## config.mk

```make
export PLATFORM = sky130hd
export DESIGN_NAME = gold_sequence_generator
export DESIGN_NICKNAME = d
export VERILOG_FILES = /design/src/rtl/gold_sequence_generator.sv
export SDC_FILE = /design/constraint.sdc
export NUM_CORES = 1
export LEC_CHECK = 0
export CAP_MARGIN = 10
export CELL_PAD_IN_SITES_DETAIL_PLACEMENT = 0
export CELL_PAD_IN_SITES_GLOBAL_PLACEMENT = 1
export CORE_ASPECT_RATIO = 0.6
export CORE_MARGIN = 3
export CORE_UTILIZATION = 35
export CTS_CLUSTER_SIZE = 14
export DETAILED_ROUTE_END_ITERATION = 16
export GPL_TIMING_DRIVEN = 0
export HOLD_SLACK_MARGIN = 0.03
export PLACE_DENSITY = 0.87
export SLEW_MARGIN = 20
export SYNTH_ARGS = -nofsm -noshare
export SYNTH_HDL_FRONTEND = slang
export SYNTH_SLANG_ARGS = --single-unit
```

## constraint.sdc

```tcl
create_clock -name clock -period 1.8 [get_ports clock]
set_input_delay 0.18 -clock clock [delete_from_list [all_inputs] [get_ports clock]]
set_output_delay 0.18 -clock clock [all_outputs]
set_load 0.01 [all_outputs]
```

## src/rtl/gold_sequence_generator.sv

```systemverilog
// Gold code generator: two Fibonacci LFSRs of a preferred pair XORed per chip,
// with run-time seeds, valid/ready output, period sync marker and chip index.
module gold_sequence_generator #(
    parameter int unsigned     M      = 5,
    parameter logic [M-1:0]    POLY_A = 5'b00101,
    parameter logic [M-1:0]    POLY_B = 5'b11101
) (
    input  logic         clock,
    input  logic         reset,
    input  logic         enable,
    input  logic         load,
    input  logic [M-1:0] seed_a,
    input  logic [M-1:0] seed_b,
    output logic         out_valid,
    input  logic         out_ready,
    output logic         chip,
    output logic         sync,
    output logic [M-1:0] chip_index,
    output logic         seed_fault
);

    generate
        if (M < 3 || M > 10) begin : g_bad_m
            $error("gold_sequence_generator: M must be in 3..10");
        end
    endgenerate

    localparam logic [M-1:0] LAST_INDEX = {M{1'b1}} - 1'b1 + 1'b1 - 1'b1;
    localparam logic [M-1:0] ALL_ONES   = {M{1'b1}};

    typedef enum logic [1:0] {
        IDLE = 2'd0,
        RUN  = 2'd1,
        HOLD = 2'd2
    } state_t;

    state_t state;
    state_t state_next;

    logic [M-1:0] a;
    logic [M-1:0] b;
    logic [M-1:0] a_next;
    logic [M-1:0] b_next;
    logic [M-1:0] load_a;
    logic [M-1:0] load_b;
    logic [M-1:0] index_next;
    logic         zero_seed;
    logic         handshake;

    // State register
    always_ff @(posedge clock) begin
        if (!reset) begin
            state <= IDLE;
        end else begin
            state <= state_next;
        end
    end

    // Next-state logic; load wins from any state
    always_comb begin
        state_next = state;
        if (load) begin
            state_next = enable ? RUN : HOLD;
        end else begin
            unique case (state)
                IDLE:    state_next = IDLE;
                RUN:     state_next = enable ? RUN : HOLD;
                HOLD:    state_next = enable ? RUN : HOLD;
                default: state_next = IDLE;
            endcase
        end
    end

    // Output logic
    always_comb begin
        out_valid = 1'b0;
        unique case (state)
            IDLE:    out_valid = 1'b0;
            RUN:     out_valid = 1'b1;
            HOLD:    out_valid = 1'b0;
            default: out_valid = 1'b0;
        endcase
    end

    assign handshake = out_valid && out_ready;

    // A zero seed would lock the LFSR, so it is replaced by all ones
    always_comb begin
        load_a    = (seed_a == '0) ? ALL_ONES : seed_a;
        load_b    = (seed_b == '0) ? ALL_ONES : seed_b;
        zero_seed = (seed_a == '0) || (seed_b == '0);
    end

    always_comb begin
        a_next     = {^(a & POLY_A), a[M-1:1]};
        b_next     = {^(b & POLY_B), b[M-1:1]};
        index_next = (chip_index == LAST_INDEX) ? '0 : chip_index + 1'b1;
    end

    always_ff @(posedge clock) begin
        if (!reset) begin
            a          <= ALL_ONES;
            b          <= ALL_ONES;
            chip_index <= '0;
            seed_fault <= 1'b0;
        end else if (load) begin
            a          <= load_a;
            b          <= load_b;
            chip_index <= '0;
            seed_fault <= seed_fault | zero_seed;
        end else if (handshake) begin
            a          <= a_next;
            b          <= b_next;
            chip_index <= index_next;
        end
    end

    assign chip = a[0] ^ b[0];
    assign sync = out_valid && (chip_index == '0);

endmodule

```

==> impl_metrics.ini <==
[timing]
period_needed_ns = 1.61
finalClockSkew_ns = 0.00298
finalSetupViolations = 0
relSlewSlack = 0.695
hold_ws_ns = 0.201
rsz0062_at_grt = false
finalMaxSlewViolations = 0
tightest_slew_ns = 0.458
tns_ns = 0
max_freq_mhz = 621
hold_viol = 0
post-route-period-util = 0.894

[critical_path]
crit_path_end_kind = register
start_kind = register
rr_endpoint = b[2]
crit_required_ns = 1.92
worstSetupStartpoint = state[1]
reg2reg_slack_ns = 0.19
rr_worst_depth = 8
r2r_start = state[1]
cp_data_arrival_time_ns = 1.73
path_class = reg -> reg
crit_path_max_fanout = 10

[pwr]
p_leak_nw = 0.453
powerDensity_mw_per_mm2 = 676
swShare = 0.234
p_comb_frac = 0.168
p_sw_uw = 197
seq_power_share = 0.505
p_int_uw = 647
clockPowerShare = 0.327
p_total_uw = 845
vdd_ir_drop_max_mv = 0.364

[cts]
cts_tree = built
cts.sinks = 18
clkTransAtPathRegs_ns = 0.07
cts.root.buffer_cell = clkbuf_8
hold_buffers = 0
clockBufferDepth = 2
cts-buffers-inserted = 3
insertion_delay_ns = 0.25
h-tree-depth = 1

[worst_hold_path]
hold_depth = 3
hold_path.startpoint = load
min_to = seed_fault
hold_class = in -> reg

[floorplanning]
die_x_um = 73.3
core_area_mm2 = 0.00236
die_h_um = 46.4
start_util = 0.404
rows = 13
die_area_mm2 = 0.00340
io_pins = 24

[status]
status = finished, final reports clean

[detailed_routing]
drc = 0
wl_mm = 1.95
vias_per_cell = 5.12
wire_per_inst_um = 12.3
postRouteAntennaNets = 0
vias = 809
dr.first_iter.drc_count = 30
drtPass1Iterations = 4

[cells_and_area]
layout_commonest_cell = clkdlybuf4s50_1
final_cell_mix = 21 x clkdlybuf4s50_1, 18 x dfxtp_1, 15 x nand2_1
drive_gt1_frac = 0.156
final_area_mm2 = 0.00125
regArea_um2 = 360
instances_no_fill = 158
fillers = 226
layout.nets = 149
multi_input_area_um2 = 527
area_delta_synth_final_pct = 31.3
insertedDiodeCount = 0

[synth]
synthesis.nets = 122
syn_area_um2 = 952
post-synth-top-area-cell = dfxtp_1
yosysSeqAreaShare = 0.378
syn_inst = 103
syn-mean-instance-area_um2 = 9.24
ys_seq_elements = 18
synth_cell_types = 30
synth.top_cells.by_area = dfxtp_1 38%, mux2_2 9.5%, nand2_1 5.9%
ys_warn_count = 0
synth_top_cell_area_share = 0.378

[global_routing]
grt_pass1_vias = 788
antenna_found_initial = 0
gr-total-overflow = 0
grt.total_usage = 0.137
grt_pass1_wl_mm = 3.48
grt_max_degree = 11

[placed_design]
placed_area_mm2 = 0.00121
numPortBuffers = 22
place.gp.congestion = 0.739
dp_cells = 155
dp_hpwl_mm = 1.52

[job]
cap_violations = 0
-- flip-flops by register name, indices dropped and copies added, names as in the netlist --
signal	flops
a	5
b	5
chip_index	5
seed_fault	1
state	2
-- critical path: stages (launching register included) --
cell and delay (ns):
dfxtp_1 0.30, inv_1 0.04, ha_1 0.19, and2_1 0.14
buf_4 0.14, buf_6 0.15, mux2_2 0.33, o22ai_1 0.12
nand2_1 0.07
-- power groups by stage --
stage,clock [mW],sequential (mW),combinational [mW]
2_1_floorplan,0,0.433,0.0828
3_3_place_gp,0,0.435,0.141
3_5_place_dp,0,0.436,0.143
4_1_cts,0.291,0.427,0.143
5_1_grt,0.307,0.429,0.157
6_report,0.277,0.427,0.142
-- cell type report --
cell class                      instances  area share
Multi-Input combinational cell         75       0.421
Sequential cell                        18       0.288
Timing Repair Buffer                   22       0.175
Buffer                                  5      0.0370
Clock buffer                            3      0.0330
Tap cell                               30      0.0300
Inverter                                5      0.0150
-- kinds of logic after synthesis --
family                   synth area share
AO/OA/AOI/OAI                       0.141
XOR/XNOR                           0.0644
adder cells (fa/ha/maj)            0.0526
buffers and inverters              0.0683
flip-flops                          0.378
multiplexers                       0.0946
AND/OR/NAND/NOR                     0.201
-- routing by layer --
| metal | share of wire | wire, µm | global-route usage |
|---|---|---|---|
| met3 | 0.070 | 137 | 0.0523 |
| met2 | 0.40 | 780 | 0.218 |
| met5 | 0 | 0 | 0 |
| met4 | 0.010 | 20 | 0.0361 |
| met1 | 0.52 | 1010 | 0.177 |
-- worst max-delay path by stage --
stage	end	cells past startpoint	slack, ns
CTS	b[2]	8	0.17
global route	a[1]	8	0.0002
global placement	b[3]	7	0.07
detailed placement	b[2]	7	0.07
floorplan	a[0]	8	0.25
finish	b[2]	8	0.19
-- repair_timing --
action / CTS / global route
setup buffers: 0 / 0
setup endpoints to repair: 1 / 0
hold endpoints to repair: 0 / 0
resized for setup: 1 / 0
-- through the flow --
step | util | setup WS, ns
after floorplan | - | 0.250
after CTS | 0.530 | 0.169
after global routing | 0.530 | 0.000198
after global placement | 0.513 | 0.0713
final | 0.530 | 0.190
after detailed placement | 0.513 | 0.0676
-- synthesized netlist by cell type --
cell type  number
mux2_2          8
inv_1           5
a21oi_1         3
o22ai_1         9
buf_4           1
xor2_1          3
clkbuf_1        2
and2_1          1
or4_4           2
o21ai_0         3
ha_1            4
or3b_1          1
nor2b_1         1
nand3_1         1
and3_1          1
nor2_1          8
buf_12          1
nand2_1        15
and3b_1         2
nand2b_1        1
and4b_4         1
buf_6           1
nand4_1         1
xnor2_1         4
a311oi_2        1
nor4_1          1
dfxtp_1        18
o21bai_1        1
o21ai_2         2
a211oi_1        1
No activity file was read; power rests on OpenSTA's default activity.
